`src/rtl/alu_pkg.sv`:
```
// alu_pkg: shared definitions for the slice-serial ALU.
//   - opcode encodings (ALU_ADD .. ALU_CP)
//   - flag bit positions within the {Z,N,H,C} flag vector
//   - FSM state type for the serial sequencer
//   - is_sub(): true for opcodes that use the subtract datapath
package alu_pkg;

    localparam logic [2:0] ALU_ADD = 3'b000;
    localparam logic [2:0] ALU_ADC = 3'b001;
    localparam logic [2:0] ALU_SUB = 3'b010;
    localparam logic [2:0] ALU_SBC = 3'b011;
    localparam logic [2:0] ALU_AND = 3'b100;
    localparam logic [2:0] ALU_XOR = 3'b101;
    localparam logic [2:0] ALU_OR  = 3'b110;
    localparam logic [2:0] ALU_CP  = 3'b111;

    localparam int unsigned FLAG_Z = 3;
    localparam int unsigned FLAG_N = 2;
    localparam int unsigned FLAG_H = 1;
    localparam int unsigned FLAG_C = 0;

    typedef enum logic [1:0] {
        ST_IDLE = 2'd0,
        ST_RUN  = 2'd1,
        ST_DONE = 2'd2
    } state_t;

    function automatic logic is_sub(input logic [2:0] op);
        return (op == ALU_SUB) || (op == ALU_SBC) || (op == ALU_CP);
    endfunction

endpackage

```
`src/rtl/alu_slice.sv`:
```
// alu_slice: combinational SLICE_WIDTH-bit ALU slice.
//   op        : opcode (alu_pkg encodings)
//   a_slice   : operand A slice
//   b_slice   : operand B slice
//   cin       : raw carry into the slice adder (subtract uses A + ~B + carry)
//   res_slice : slice result
//   cout      : raw carry out of the slice adder (0 for logic ops)
module alu_slice
    import alu_pkg::*;
#(
    parameter int unsigned SLICE_WIDTH = 4
) (
    input  logic [2:0]             op,
    input  logic [SLICE_WIDTH-1:0] a_slice,
    input  logic [SLICE_WIDTH-1:0] b_slice,
    input  logic                   cin,
    output logic [SLICE_WIDTH-1:0] res_slice,
    output logic                   cout
);

    logic [SLICE_WIDTH-1:0] b_eff;
    logic [SLICE_WIDTH:0]   sum;

    always_comb begin
        b_eff = is_sub(op) ? ~b_slice : b_slice;
        sum   = {1'b0, a_slice} + {1'b0, b_eff} + {{SLICE_WIDTH{1'b0}}, cin};

        res_slice = sum[SLICE_WIDTH-1:0];
        cout      = 1'b0;
        case (op)
            ALU_AND: res_slice = a_slice & b_slice;
            ALU_XOR: res_slice = a_slice ^ b_slice;
            ALU_OR:  res_slice = a_slice | b_slice;
            default: cout      = sum[SLICE_WIDTH];
        endcase
    end

endmodule

```
`src/rtl/alu_serial.sv`:
```
// alu_serial: slice-serial ALU with valid/ready handshake.
// Processes a DATA_WIDTH operation in DATA_WIDTH/SLICE_WIDTH cycles, LSB
// slice first, producing Game Boy style {Z,N,H,C} flags.
//   i_clk, i_rst_n : clock (rising edge), async active-low reset
//   i_valid/o_ready: request handshake; i_control/i_data_A/i_data_B sampled
//                    on the accepting edge
//   o_valid        : one-cycle completion strobe
//   o_data/o_flags : result and {Z,N,H,C}, held until the next completion
module alu_serial
    import alu_pkg::*;
#(
    parameter int unsigned OPCODE_WIDTH = 3,
    parameter int unsigned DATA_WIDTH   = 8,
    parameter int unsigned SLICE_WIDTH  = 4,
    parameter int unsigned HALF_BIT     = 4
) (
    input  logic                    i_clk,
    input  logic                    i_rst_n,
    input  logic                    i_valid,
    output logic                    o_ready,
    input  logic [OPCODE_WIDTH-1:0] i_control,
    input  logic [DATA_WIDTH-1:0]   i_data_A,
    input  logic [DATA_WIDTH-1:0]   i_data_B,
    output logic                    o_valid,
    output logic [DATA_WIDTH-1:0]   o_data,
    output logic [3:0]              o_flags
);

    localparam int unsigned N_SLICES = DATA_WIDTH / SLICE_WIDTH;
    localparam int unsigned IDX_W    = (N_SLICES > 1) ? $clog2(N_SLICES) : 1;
    localparam logic [IDX_W-1:0] LAST_IDX = IDX_W'(N_SLICES - 1);
    localparam logic [IDX_W-1:0] H_IDX    = IDX_W'(HALF_BIT / SLICE_WIDTH - 1);

    if ((DATA_WIDTH % SLICE_WIDTH) != 0 || (HALF_BIT % SLICE_WIDTH) != 0 ||
        HALF_BIT == 0 || HALF_BIT >= DATA_WIDTH || OPCODE_WIDTH < 3) begin : g_bad_cfg
        $error("alu_serial: illegal parameter combination");
    end

    state_t                  state;
    logic [OPCODE_WIDTH-1:0] op_q;
    logic [DATA_WIDTH-1:0]   a_q;
    logic [DATA_WIDTH-1:0]   b_q;
    logic [DATA_WIDTH-1:0]   res_sh;
    logic [IDX_W-1:0]        idx;
    logic                    carry;
    logic                    h_q;

    logic [2:0]              op3;
    logic [SLICE_WIDTH-1:0]  a_sl;
    logic [SLICE_WIDTH-1:0]  b_sl;
    logic [SLICE_WIDTH-1:0]  slice_res;
    logic                    slice_cout;
    logic [DATA_WIDTH-1:0]   res_next;
    logic [3:0]              flags_next;
    logic                    h_raw;
    logic                    accept;
    logic                    cin_init;

    assign op3    = op_q[2:0];
    assign accept = i_valid && o_ready;
    assign a_sl   = a_q[idx*SLICE_WIDTH +: SLICE_WIDTH];
    assign b_sl   = b_q[idx*SLICE_WIDTH +: SLICE_WIDTH];

    alu_slice #(
        .SLICE_WIDTH(SLICE_WIDTH)
    ) u_slice (
        .op        (op3),
        .a_slice   (a_sl),
        .b_slice   (b_sl),
        .cin       (carry),
        .res_slice (slice_res),
        .cout      (slice_cout)
    );

    // Initial raw carry into slice 0. Subtract runs as A + ~B + ~borrow_in,
    // so SUB/CP start at 1 and SBC starts at the inverted C flag.
    always_comb begin
        cin_init = 1'b0;
        case (i_control[2:0])
            ALU_ADC: cin_init = o_flags[FLAG_C];
            ALU_SUB,
            ALU_CP:  cin_init = 1'b1;
            ALU_SBC: cin_init = ~o_flags[FLAG_C];
            default: cin_init = 1'b0;
        endcase
    end

    // Final-slice view: merge the current slice into the shadow result and
    // convert raw adder carries into borrows for the subtract family.
    always_comb begin
        res_next = res_sh;
        res_next[idx*SLICE_WIDTH +: SLICE_WIDTH] = slice_res;

        h_raw = (idx == H_IDX) ? slice_cout : h_q;

        flags_next         = '0;
        flags_next[FLAG_Z] = (res_next == '0);
        flags_next[FLAG_N] = is_sub(op3);
        case (op3)
            ALU_ADD, ALU_ADC: begin
                flags_next[FLAG_H] = h_raw;
                flags_next[FLAG_C] = slice_cout;
            end
            ALU_SUB, ALU_SBC, ALU_CP: begin
                flags_next[FLAG_H] = ~h_raw;
                flags_next[FLAG_C] = ~slice_cout;
            end
            default: begin
                flags_next[FLAG_H] = 1'b0;
                flags_next[FLAG_C] = 1'b0;
            end
        endcase
    end

    always_ff @(posedge i_clk or negedge i_rst_n) begin
        if (!i_rst_n) begin
            state   <= ST_IDLE;
            o_valid <= 1'b0;
            o_ready <= 1'b1;
            o_data  <= '0;
            o_flags <= '0;
            op_q    <= '0;
            a_q     <= '0;
            b_q     <= '0;
            res_sh  <= '0;
            idx     <= '0;
            carry   <= 1'b0;
            h_q     <= 1'b0;
        end else begin
            o_valid <= 1'b0;
            case (state)
                ST_IDLE, ST_DONE: begin
                    if (accept) begin
                        op_q    <= i_control;
                        a_q     <= i_data_A;
                        b_q     <= i_data_B;
                        carry   <= cin_init;
                        idx     <= '0;
                        res_sh  <= '0;
                        h_q     <= 1'b0;
                        o_ready <= 1'b0;
                        state   <= ST_RUN;
                    end else begin
                        o_ready <= 1'b1;
                        state   <= ST_IDLE;
                    end
                end
                ST_RUN: begin
                    res_sh <= res_next;
                    carry  <= slice_cout;
                    if (idx == H_IDX) begin
                        h_q <= slice_cout;
                    end
                    if (idx == LAST_IDX) begin
                        o_data  <= res_next;
                        o_flags <= flags_next;
                        o_valid <= 1'b1;
                        o_ready <= 1'b1;
                        state   <= ST_DONE;
                    end else begin
                        idx <= idx + 1'b1;
                    end
                end
                default: begin
                    o_ready <= 1'b1;
                    state   <= ST_IDLE;
                end
            endcase
        end
    end

endmodule
```
`config.mk`:
```
export PLATFORM = sky130hd
export DESIGN_NAME = alu_serial
export DESIGN_NICKNAME = d
export VERILOG_FILES = /design/src/rtl/alu_pkg.sv /design/src/rtl/alu_slice.sv /design/src/rtl/alu_serial.sv
export SDC_FILE = /design/constraint.sdc
export NUM_CORES = 1
export LEC_CHECK = 0
export BUFFER_PORTS_ARGS = -buffer_cell sky130_fd_sc_hd__buf_2
export CORE_ASPECT_RATIO = 0.75
export CORE_UTILIZATION = 40
export CTS_CLUSTER_SIZE = 12
export DETAILED_ROUTE_END_ITERATION = 7
export PLACE_DENSITY = 0.67
export SETUP_SLACK_MARGIN = 0.1
export SLEW_MARGIN = 20
export SYNTH_ARGS = -nofsm -noshare
export SYNTH_HDL_FRONTEND = slang
export SYNTH_SLANG_ARGS = --single-unit
```
`constraint.sdc`:
```
create_clock -name i_clk -period 2.98 [get_ports i_clk]
set_clock_uncertainty 0.2 [all_clocks]
set_input_delay 0 -clock i_clk [delete_from_list [all_inputs] [get_ports i_clk]]
set_output_delay 0 -clock i_clk [all_outputs]
set_load 0.03 [all_outputs]
```
==> results summary, run 1 <==
The flow ran to the end, and the final reports show no timing, DRC or antenna violations. After synthesis, the most frequently instantiated cells are sky130_fd_sc_hd__dfrtp_1 (41), sky130_fd_sc_hd__nand2_1 (24), sky130_fd_sc_hd__mux2_2 (21). The total net switching power came out at 1.63 mW.

The capturing element type of the critical path is a flip-flop. By area the synthesized netlist is led by sky130_fd_sc_hd__dfrtp_1 (46%), sky130_fd_sc_hd__mux2_2 (11%), sky130_fd_sc_hd__ha_1 (6.2%). The total power divided by cell area came out at 1350 nW/um^2. The switching share of power came out at 42.4%. The clock period minus worst slack is 2.78 ns. The clock tree buffer depth came out at 2. The pin slew with the least headroom to its limit is 0.943 ns. The H-tree generated during clock tree synthesis spans 2 levels. The final global-route overflow total is 0. The first detailed-routing pass took 4 iterations. The relative max-transition margin came out at 37.1%.

In this run, synthesis inferred 0 flip-flops with an integrated enable. The total clock buffers created by CTS is 5. The hold violation total from the final report was 0.

The path with the worst hold slack has its endpoint at o_ready. Setup violations remaining at the end of the flow were counted as 0. The total internal power came out at 2.21 mW. The combinational family with the most area after synthesis is multiplexers. The share of power burned in combinational logic came out at 60.4%. The path category of the worst min-delay check is primary input to flip-flop. The number of distinct library cells after synthesis came out at 45. Port buffering added 35 buffers. The routed wire length per instance is 13.4 um. The via count of the first global-routing pass was 1536. The largest net degree at the start of global routing came out at 43. TritonCTS built the clock tree. The post-route fraction of the period consumed by the critical path is 93.4%.

The area share of the largest cell type after synthesis came out at 46.4%. The maximum vdd drop is 0.540 mV. The critical path required time came out at 3.03 ns. The number of pins exceeding their max-slew limit in the final report came out at 0.

Cells with a size suffix above 1 make up 31.5% of the layout. The overall power of the completed layout came out at 3.84 mW. After clock tree synthesis, the clock-pin slew on the worst setup and hold paths is 0.08 ns. The clock network accounts for 14.2% of the total power. The number of setup buffers added after CTS came out at 0.

The total negative setup slack is 0 ns. The parity-gate share of the synthesized area counting xor and xnor cells is 1.98%. The startpoint identified for the worst register-to-register timing path is op3[0].

The top-level port count is 36. The complex-gate fraction of the synthesized area came out at 11.0%. For this run, the number of Yosys warnings is 0.

The total length of routed wires came out at 4.48 mm. Summing the areas of all fa, ha and maj instances in the mapped netlist gives 8.03% of the synthesized area. The latest clock arrival within the worst-skew pair came out at 0.30 ns.

The reg2reg setup slack came out at 0.20 ns. The die covers 5840 sq um. The violation count after the first detailed-routing iteration is 95. After detailed routing, the number of remaining DRC violations is 0. The layout filler cell count is 474.

The max-cap check violation count came out at 0. The x dimension of the die is 87.9 um. The number of antenna cells inserted came out at 0. For this configuration, the core starts out at a cell density of 41.6%. The cell row count is 23. Counting every instance in the synthesized netlist gives 198. The critical path in this run is classified as flip-flop to flip-flop. The worst hold path begins at i_valid. Per report_power, the sequential group accounts for 25.5% of the total. The most common cell in the synthesized netlist is sky130_fd_sc_hd__dfrtp_1. The multi-input logic area is 1060 sq um. The achievable clock frequency came out at 359 MHz. The per-cell via count in the routed design is 4.81. The final antenna-violating net count is 0.

The number of antenna violations at the first check in global routing came out at 0. The mean area per synthesized cell is 11.2 sq um. The sequential cell area fraction in the yosys report came out at 47.6%. The sequential standard cell area is 1050 sq um.

The overall track demand over capacity in global routing is 16.9%. The HPWL reported at the end of detailed placement is 3.18 mm. The endpoint identified for the worst register-to-register timing path is o_data[6].

The area of the mapped netlist is 2210 sq um. The worst hold path passes through 4 cells. The final layout contains 294 nets. For the worst setup path, the data arrival time is 2.83 ns.

Across all layers, the routed design uses 1611 vias. The congestion estimate from routability-driven global placement came to 0.831. The first global-routing pass estimated 7.34 mm of wire.

The worst reg2reg path depth came out at 9. The maximum fanout count along the critical path came out at 5. The post-synthesis sequential element count is 42. The layout overhead on the synthesized area came out at 28.4%. For this run, asynchronously set or reset flops after synthesis account for 100%.

The clock drives 42 sinks. The share of synthesized cell area in and, or, nand and nor gates came out at 11.9%. The worst setup path is launched from a flip-flop. The leakage power came out at 1.41 nW. The synthesized net count is 233. Measured along the y axis, the die boundary spans 66.4 um. Clock tree synthesis selected as its root buffer the cell sky130_fd_sc_hd__clkbuf_8. The synthesized design spends more area on one cell type than any other, namely sky130_fd_sc_hd__dfrtp_1. Setup repair after global routing left no endpoint under its margin. The share of synthesized area spent on multiplexers is 14.8%. The core region is 5320 sq um. Among all flip-flop cells after synthesis, the most frequent one is sky130_fd_sc_hd__dfrtp_1.
## timing repair
item / CTS / global route
endpoints found under the setup margin: 0 / 5
endpoints found under the hold margin: 60 / 0
hold buffers: 20 / 0
resized for setup: 0 / 2
## logic make-up (layout without fill, tap and decap cells)
kind of cell             count (synthesis)  count (layout)
buffers and inverters                   24              86
flip-flops                              42              42
AO/OA/AOI/OAI                           32              32
XOR/XNOR                                 5               5
multiplexers                            30              30
adder cells (fa/ha/maj)                 13              13
AND/OR/NAND/NOR                         52              52
## power by group through the flow
stage / Sequential [mW] / Clock, mW / Combinational [mW]
after floorplan: 1.11 / 0 / 1.61
after CTS: 0.982 / 0.554 / 2.29
after global placement: 0.983 / 0 / 2.21
final: 0.979 / 0.544 / 2.32
after detailed placement: 0.992 / 0 / 2.25
after global routing: 1.02 / 0.575 / 2.56
## state kept, by name (all words and copies together), names as in the netlist
signal	cells
a_q	8
b_q	8
carry	1
h_q	1
idx	1
o_data	8
o_flags	4
o_ready	1
o_valid	1
op3	3
res_sh	4
state	2
## per-layer routing
layer | track usage (%) | share of wire, % | vias up
met5 | 0 | 0 | -
met4 | 6.15 | 1.5 | 0
met3 | 4.12 | 3.5 | 8
met2 | 24.4 | 42 | 35
met1 | 24.2 | 53 | 766
li1 | - | - | 802
## worst max-delay path: stages (launching register included)
cell                       delay [ns]
sky130_fd_sc_hd__dfrtp_1         0.41
sky130_fd_sc_hd__nand2b_1        0.17
sky130_fd_sc_hd__and2_0          0.18
sky130_fd_sc_hd__xnor2_1         0.16
sky130_fd_sc_hd__fa_2            0.38
sky130_fd_sc_hd__fa_2            0.36
sky130_fd_sc_hd__xor2_1          0.13
sky130_fd_sc_hd__a21oi_1         0.06
sky130_fd_sc_hd__a311oi_1        0.44
sky130_fd_sc_hd__mux2_2          0.24
## layout make-up
class / instances / share of cell area [%]
multi-input cells: 132 / 37.5
flip-flops and latches: 42 / 37.0
repair buffers: 63 / 15.3
well taps: 75 / 3.30
clock buffers: 5 / 2.42
clock inverters: 3 / 2.42
inverters: 15 / 1.98
## cells in the final DEF (no fill, tap or decap), drive strengths merged, types with 3 or more instances in the layout
cell         count
mux2i            9
buf             43
nor2             3
a21oi            6
nand2b           4
dlygate4sd3     20
inv             15
nand2           25
o21ai            4
o211ai           3
and2             3
a21o             3
dfrtp           41
ha              11
nand3b           4
xnor2            4
or2              3
clkbuf           5
a22o             3
mux2            21
## through the flow
stage | instances | hold slack [ns] | setup WS, ns | util, % | instance area (sq um)
after floorplan | 198 | -0.496 | 0.103 | - | 2220
after global placement | 307 | -0.0120 | 0.161 | 46.9 | 2500
after detailed placement | 307 | 0.000234 | 0.134 | 46.9 | 2500
after CTS | 335 | 0.0153 | 0.115 | 53.3 | 2840
after global routing | 335 | 0.0670 | 0.118 | 53.3 | 2840
final | 335 | 0.0113 | 0.196 | 53.3 | 2840
## worst max-delay path by stage
stage,startpoint,to,slack [ns],cells after the start
2_1_floorplan,op3[0],carry,0.10,10
3_3_place_gp,op3[0],o_data[6],0.16,9
3_5_place_dp,op3[0],o_data[6],0.13,9
4_1_cts,op3[0],o_data[6],0.12,9
5_1_grt,op3[0],carry,0.12,9
6_report,op3[0],o_data[6],0.20,9
(Power assumes the default switching activity.)
==> run 2, diff against run 1 <==
--- a/config.mk
+++ b/config.mk
@@ -5,12 +5,14 @@
 export SDC_FILE = /design/constraint.sdc
 export NUM_CORES = 1
 export LEC_CHECK = 0
+export ABC_AREA = 1
 export BUFFER_PORTS_ARGS = -buffer_cell sky130_fd_sc_hd__buf_2
 export CORE_ASPECT_RATIO = 0.75
 export CORE_UTILIZATION = 40
 export CTS_CLUSTER_SIZE = 12
 export DETAILED_ROUTE_END_ITERATION = 7
 export PLACE_DENSITY = 0.67
+export RECOVER_POWER = 25
 export SETUP_SLACK_MARGIN = 0.1
 export SLEW_MARGIN = 20
 export SYNTH_ARGS = -nofsm -noshare
==> results summary, run 2 <==
The per-cell via count in the routed design came out at 4.91 (+2.1%). The pin slew with the least headroom to its limit came to 1.14 ns (+0.193 ns). The total length of routed wires came to 5.58 mm (+24%). The overall die area came to 6420 sq um (+10%). The post-route fraction of the period consumed by the critical path came out at 89.8% (-3.6 points). The core area is 5860 sq um (+10%). The CTS tree is built. The cell row count came to 24 (+4.3%).

The total clock buffers created by CTS is 5 (unchanged). The relative max-transition margin is 24.2% (-13 points). The max-cap check violation count is 0 (unchanged).

The maximum single-stage delay on the critical path is 0.42 ns (-0.02 ns). The final-stage net count came out at 371 (+26%). The total negative setup slack is 0 ns (unchanged).

The number of distinct library cells after synthesis is 34 (-24%). The die height is 69.7 um (+4.9%). The post-route DRC violation count is 0 (unchanged). The critical path goes through inv_2, buf_4, or2_2, o21ai_1, inv_1, ha_1, nand2_1, nand3_1, a21oi_1, o21ai_1, nand2_1, nand2_1, nand2_1, nand3_1, nand2_1.

The latest clock arrival within the worst-skew pair is 0.30 ns (about the same). The routability-driven placement congestion ratio came to 0.953 (+15%). The number of buffers inserted by port buffering is 35 (unchanged). The clock tree buffer depth is 2 (unchanged).

The sequential cell area fraction in the yosys report came out at 47.2% (-0.36 points). The most common cell type on the critical path is sky130_fd_sc_hd__nand2_1. The via count of the routed design came out at 2037 (+26%).

STA classifies the critical path startpoint as a flip-flop. The count of flip-flops with a built-in enable after synthesis is 0 (unchanged). The critical path required time is 3.02 ns (about the same).

The path class of the tightest hold or removal check is primary input to flip-flop. The number of search-and-repair iterations in the first detailed-routing pass came out at 5 (+1). Setup repair after global routing left no endpoint under its margin. The HPWL reported at the end of detailed placement is 4.04 mm (+27%). The violation count after the first detailed-routing iteration is 133 (+40%). The number of setup violations in the final report is 0 (unchanged). Leaving out fill and tap cells, the most frequent cell in the layout is sky130_fd_sc_hd__nand2_1.

By area the synthesized netlist is led by sky130_fd_sc_hd__dfrtp_1 (46%), sky130_fd_sc_hd__nand2_1 (6.9%), sky130_fd_sc_hd__mux2_2 (6.5%). The number of pins exceeding their max-slew limit in the final report came out at 0 (unchanged). The flow ran to the end, and the final reports show no timing, DRC or antenna violations.

The effective utilization at floorplan came to 41.7% (+0.14 points). The clock period minus worst slack came to 2.68 ns (-0.107 ns). The post-synthesis sequential element count came out at 46 (+9.5%). The global-route wire length before repair was 9.58 mm (+31%).

The overall track demand over capacity in global routing came out at 19.1% (+2.2 points). The mean area per synthesized cell is 9.07 sq um (-19%). The worst setup path is captured at a flip-flop. Leaving out fill and tap cells, the most frequent cells in the layout are sky130_fd_sc_hd__nand2_1 (45), sky130_fd_sc_hd__dfrtp_1 (44), sky130_fd_sc_hd__buf_2 (34), sky130_fd_sc_hd__inv_1 (31), sky130_fd_sc_hd__dlygate4sd3_1 (20). The top-level port count came out at 36 (unchanged). The routed wire length per instance is 13.4 um (+0.46%). The hold violation total from the final report is 0 (unchanged). The maximum fanout count along the critical path came out at 15 (+10).

The via count of the first global-routing pass came out at 2031 (+32%). The final global-route overflow total is 0 (unchanged). The layout overhead on the synthesized area is 27.0%. The achievable clock frequency came out at 374 MHz (+4.0%). The root buffer cell chosen for the clock tree is sky130_fd_sc_hd__clkbuf_8.

The number of H-tree levels is 2 (unchanged). The fraction of layout cells with a size suffix above 1 is 28.5% (-3.1 points). Sorting the synthesized cells by how often they occur yields sky130_fd_sc_hd__dfrtp_1 (45), sky130_fd_sc_hd__nand2_1 (45), sky130_fd_sc_hd__inv_1 (31). The synthesized net count is 304 (+30%). The layout filler cell count is 544 (+15%). The number of antenna violations at the first check in global routing was 0 (unchanged). The synthesis warning total is 0 (unchanged).

The path type of the worst setup path is flip-flop to flip-flop. The final antenna-violating net count is 0 (unchanged). The largest area contributor in the synthesized netlist is sky130_fd_sc_hd__dfrtp_1. The post-synthesis cell count is 269 (+36%). The largest net degree at the start of global routing is 47 (+9.3%). The area share of the largest cell type after synthesis came out at 46.1% (-0.25 points). On the critical path, the stage with the largest delay is an instance of sky130_fd_sc_hd__dfrtp_2. The total number of clock tree sinks is 46 (+9.5%).

In the synthesized netlist the dominant register cell turns out to be sky130_fd_sc_hd__dfrtp_1. The data arrival at the endpoint of the critical path was 2.72 ns (-0.11 ns). The share of synthesized flip-flops with an asynchronous set or reset was 100% (unchanged). The clock edge transition at the registers on the reported setup and hold paths came out at 0.08 ns (about the same). The x dimension of the die came out at 92.2 um (+4.9%). The number of antenna cells inserted came out at 0 (unchanged).

The area of the mapped netlist came out at 2440 sq um (+10%).
## run 2: cell count changes in the layout (fill, tap and decap cells not counted), moves of 5 or more
cell                      delta
sky130_fd_sc_hd__nand2_1    +21
sky130_fd_sc_hd__inv_1      +16
sky130_fd_sc_hd__nand3_1    +16
sky130_fd_sc_hd__o21ai_0    +13
sky130_fd_sc_hd__o21ai_1    +10
sky130_fd_sc_hd__mux2i_1     -9
sky130_fd_sc_hd__nor2_1      +8
sky130_fd_sc_hd__mux2_2      -7
sky130_fd_sc_hd__buf_4       +6
sky130_fd_sc_hd__o22ai_1     +5
## run 2: layout make-up
| cell class | instances | area [sq um] | share of cell area [%] |
|---|---|---|---|
| Sequential cell | 46 | 1150 | 37.2 |
| Multi-Input combinational cell | 178 | 1130 | 36.4 |
| Timing Repair Buffer | 69 | 480 | 15.5 |
| Inverter | 36 | 135 | 4.36 |
| Tap cell | 78 | 97.6 | 3.15 |
| Clock buffer | 7 | 76.3 | 2.46 |
| Clock inverter | 1 | 30.0 | 0.969 |
## run 2: per-layer routing
metal | vias up | wire (um) | track usage [%]
met5 | - | 0 | 0
met1 | 965 | 2930 | 28.3
met4 | 0 | 38 | 3.47
li1 | 1011 | - | -
met3 | 6 | 223 | 4.71
met2 | 55 | 2390 | 28.4
## run 2: worst paths after layout
path                       startpoint    endpoint  slack, ns  depth (start not counted)
setup reg to reg                  idx  o_flags[3]       0.30                         15
hold reg to reg             o_data[1]   o_data[1]       0.28                          2
min in group asynchronous     i_rst_n      b_q[4]       0.25                          2
hold / removal                i_valid    state[0]       0.05                          4
max in group asynchronous     i_rst_n         idx       1.57                          2
setup / recovery                  idx  o_flags[3]       0.30                         15
## run 2: metrics by stage
step	area (sq um)	util [%]	std cells	hold slack (ns)	worst slack [ns]
6_report	3100	52.9	415	0.0452	0.303
5_1_grt	3100	52.9	415	0.0830	0.0975
4_1_cts	3070	52.4	414	0.0471	0.106
3_5_place_dp	2760	47.2	386	0.0356	0.103
3_3_place_gp	2760	47.2	386	0.0314	0.215
2_1_floorplan	2440	-	269	-0.496	0.153
## run 2: what timing repair did
item                                    4_1_cts  5_1_grt
endpoints found under the setup margin        1        8
setup buffers                                 0        1
hold buffers                                 20        0
gates cloned                                  0        0
gates resized for setup                       1        7
endpoints found under the hold margin        65        0
## run 2: cell families (layout without fill, tap and decap cells)
logic type | after synthesis | after routing | share of synthesized area, %
and+or+nand+nor | 98 | 98 | 19.0
AOI/OAI and AO/OA | 48 | 48 | 10.7
DFF | 46 | 46 | 47.2
buffers and inverters | 45 | 113 | 7.59
muxes | 14 | 14 | 6.46
adders and majority gates | 13 | 13 | 7.28
xor gates and xnor gates | 5 | 5 | 1.79
## run 2: worst max-delay path: cells and delay by family (launching register included)
family	cells	cell delay, ns
buffers and inverters	3	0.35
flip-flops	1	0.42
adder cells (fa/ha/maj)	1	0.37
AND/OR/NAND/NOR	8	0.92
AO/OA/AOI/OAI	3	0.37
Power of run 2 is left out: the tool's default activity adds up to more than one toggle a clock period on the data nets, which glitch-free logic cannot reach.
==> run 3, diff against run 2 <==
--- a/config.mk
+++ b/config.mk
@@ -13,8 +13,10 @@
 export DETAILED_ROUTE_END_ITERATION = 7
 export PLACE_DENSITY = 0.67
 export RECOVER_POWER = 25
+export REMOVE_ABC_BUFFERS = 1
 export SETUP_SLACK_MARGIN = 0.1
 export SLEW_MARGIN = 20
 export SYNTH_ARGS = -nofsm -noshare
 export SYNTH_HDL_FRONTEND = slang
+export SYNTH_HIERARCHICAL = 1
 export SYNTH_SLANG_ARGS = --single-unit
==> results summary, run 3 <==
The run finished with clean final reports. The via count of the routed design came out at 2136 (+4.9%). The relative max-transition margin is 25.1% (+0.86 points). The total negative setup slack was 0 ns (unchanged).

The number of setup violations in the final report is 0 (unchanged). The layout overhead on the synthesized area is 26.6%. The violation count after the first detailed-routing iteration is 111 (-17%). The final global-route overflow total is 0 (unchanged). The die height was 69.6 um (about the same). The most instantiated flip-flop cell in the synthesis netlist is sky130_fd_sc_hd__dfrtp_1. The largest total area in the synthesized netlist belongs to sky130_fd_sc_hd__dfrtp_1.

The routed wire length per instance came out at 12.1 um (-9.6%). The clock period minus worst slack came to 2.75 ns (+0.0719 ns). The total length of routed wires came to 5.50 mm (-1.3%). The sequential cell area fraction in the yosys report came out at 46.2% (-1.0 points). STA classifies the critical path startpoint as a flip-flop. The post-synthesis sequential element count is 45 (-2.2%). The clock tree buffer depth is 2 (unchanged). STA classifies the critical path endpoint as a flip-flop. By startpoint and endpoint, the worst setup path is classified as flip-flop to flip-flop. The count of flip-flops with a built-in enable after synthesis came out at 0 (unchanged).

The cell area after layout came out at 3090 sq um (-0.40%). The total clock buffers created by CTS came out at 5 (unchanged). The number of buffers inserted by port buffering is 35 (unchanged). The synthesis warning total came out at 6 (+6). The x dimension of the die is 92.2 um (about the same). The routability-driven placement congestion ratio is 0.909 (-4.7%). In the final layout, the registers with the most flip-flops are a_q (8), b_q (8), o_data (8). The total number of clock tree sinks came to 45 (-2.2%). The achievable clock frequency is 364 MHz (-2.6%). The leading cell type in the layout, fill and taps excluded is sky130_fd_sc_hd__nand2_1.

The share of synthesized flip-flops with an asynchronous set or reset is 100% (unchanged). The top-level port count is 36 (unchanged). The cell row count came out at 24 (unchanged). The area share of the largest cell type after synthesis came to 45.1% (-1.0 points). The number of antenna violations at the first check in global routing came out at 0 (unchanged).

The library cell used as clock root buffer is sky130_fd_sc_hd__clkbuf_8. The fraction of layout cells with a size suffix above 1 came out at 21.1% (-7.4 points). The final-stage net count was 409 (+10%). The global-route wire length before repair is 9.49 mm (-0.94%). By instance count, the leading cell after synthesis is sky130_fd_sc_hd__nand2_1. The post-synthesis cell count came out at 310 (+15%). The overall track demand over capacity in global routing is 18.6% (-0.50 points). The number of distinct library cells after synthesis came out at 26 (-24%). The number of antenna cells inserted is 0 (unchanged).

After synthesis, the cell types taking the most area are sky130_fd_sc_hd__dfrtp_1 (45%), sky130_fd_sc_hd__nand2_1 (15%), sky130_fd_sc_hd__inv_1 (6.9%). TritonCTS built the clock tree. By count the netlist is led by sky130_fd_sc_hd__nand2_1 (98), sky130_fd_sc_hd__inv_1 (45), sky130_fd_sc_hd__dfrtp_1 (44).

The pin slew with the least headroom to its limit came out at 1.12 ns (-0.0130 ns). The per-cell via count in the routed design was 4.72 (-3.9%). The worst reg2reg path depth is 15 (unchanged). The reg2reg setup slack came out at 0.23 ns (-0.07 ns).

The clock edge transition at the registers on the reported setup and hold paths came out at 0.08 ns (about the same). The overall die area came to 6420 sq um (about the same). The largest net degree at the start of global routing was 46 (-2.1%).

The total placed instance area came to 2720 sq um (-1.6%). The post-route DRC violation count is 0 (unchanged). The critical path required time was 2.93 ns (-0.09 ns). Setup repair after global routing could not meet its margin everywhere. Following the worst setup path forward leads to its endpoint at res_sh[2]. The data arrival at the endpoint of the critical path came out at 2.69 ns (-0.03 ns). The origin of the critical flop-to-flop path is idx.

The endpoint identified for the worst register-to-register timing path is res_sh[2]. The HPWL reported at the end of detailed placement came out at 3.96 mm (-2.1%). Tracing the worst setup path back leads to its startpoint at idx. The path class of the tightest hold or removal check is primary input to async pin.

The max-cap check violation count is 0 (unchanged). The core area is 5860 sq um (unchanged). The via count of the first global-routing pass was 2052 (+1.0%). Leaving out fill and tap cells, the most frequent cells in the layout are sky130_fd_sc_hd__nand2_1 (93), sky130_fd_sc_hd__dfrtp_1 (44), sky130_fd_sc_hd__inv_1 (42), sky130_fd_sc_hd__buf_2 (34), sky130_fd_sc_hd__o21ai_0 (29). The mean area per synthesized cell was 7.87 sq um (-13%).

The area of the mapped netlist is 2440 sq um (about the same). The effective utilization at floorplan is 41.7% (about the same). The number of search-and-repair iterations in the first detailed-routing pass came to 4 (-1). The hold violation total from the final report is 0 (unchanged). The post-route fraction of the period consumed by the critical path came to 92.2% (+2.4 points). The maximum fanout count along the critical path is 4 (-11). The final antenna-violating net count is 0 (unchanged).

The latest clock arrival within the worst-skew pair came out at 0.29 ns (about the same). The number of H-tree levels is 2 (unchanged). The number of pins exceeding their max-slew limit in the final report came to 0 (unchanged).
## run 3: cells by family after synthesis
group | after synthesis | share of synthesized area [%]
flops | 45 | 46.2
fa+ha+maj | 13 | 7.28
xor+xnor | 4 | 1.44
simple gates | 136 | 23.5
buf+inv | 58 | 9.79
compound gates | 54 | 11.8
## run 3: layout make-up
class	instances	area (sq um)
Inverter	47	176
Clock inverter	2	10.0
Fill cell	590	2770
Multi-Input combinational cell	207	1130
Clock buffer	6	72.6
Tap cell	78	97.6
Sequential cell	45	1130
Timing Repair Buffer	68	473
## run 3: critical path, stage by stage, from the launching register on
cell                      delay (ns)
sky130_fd_sc_hd__dfrtp_1        0.42
sky130_fd_sc_hd__inv_2          0.08
sky130_fd_sc_hd__nand2_2        0.05
sky130_fd_sc_hd__nand2_2        0.07
sky130_fd_sc_hd__inv_2          0.05
sky130_fd_sc_hd__xor2_2         0.15
sky130_fd_sc_hd__fa_2           0.40
sky130_fd_sc_hd__fa_2           0.42
sky130_fd_sc_hd__or2_4          0.26
sky130_fd_sc_hd__nand3_2        0.06
sky130_fd_sc_hd__nand3_2        0.06
sky130_fd_sc_hd__inv_2          0.07
sky130_fd_sc_hd__nand2_2        0.05
sky130_fd_sc_hd__nand2_2        0.09
sky130_fd_sc_hd__buf_4          0.10
sky130_fd_sc_hd__o22ai_1        0.07
## run 3: per-stage QoR
| step | instances | util (%) | hold slack (ns) | setup WS [ns] |
|---|---|---|---|---|
| global placement | 421 | 46.4 | 0.0251 | 0.214 |
| global route | 453 | 52.7 | 0.312 | 0.0601 |
| detailed placement | 421 | 46.4 | 0.0343 | 0.0927 |
| CTS | 449 | 51.3 | 0.248 | 0.134 |
| finish | 453 | 52.7 | 0.246 | 0.231 |
| floorplan | 299 | - | -0.496 | -0.108 |
## run 3: how the worst min path moves through the flow
stage          cells after the start   endpoint  slack [ns]
6_report                           2  o_data[3]        0.25
5_1_grt                            4     b_q[3]        0.31
4_1_cts                            2  o_data[3]        0.25
3_5_place_dp                       1  o_data[3]        0.03
3_3_place_gp                       1  o_data[3]        0.03
2_1_floorplan                      0     a_q[0]       -0.50
## run 3: timing repair
| action | in CTS | in global routing |
|---|---|---|
| resized for setup | 1 | 19 |
| endpoints found under the setup margin | 1 | 5 |
| hold endpoints to repair | 64 | 0 |
| setup buffers | 0 | 4 |
| hold buffers | 20 | 0 |
| pin swaps | 0 | 10 |
## run 3: metal layers
layer	up-vias	wire length, um	track usage (%)
li1	1103	-	-
met1	980	2980	28.1
met2	47	2230	26.5
met3	6	240	4.28
met4	0	51	4.69
met5	-	0	0
Power of run 3 is left out for the same reason.
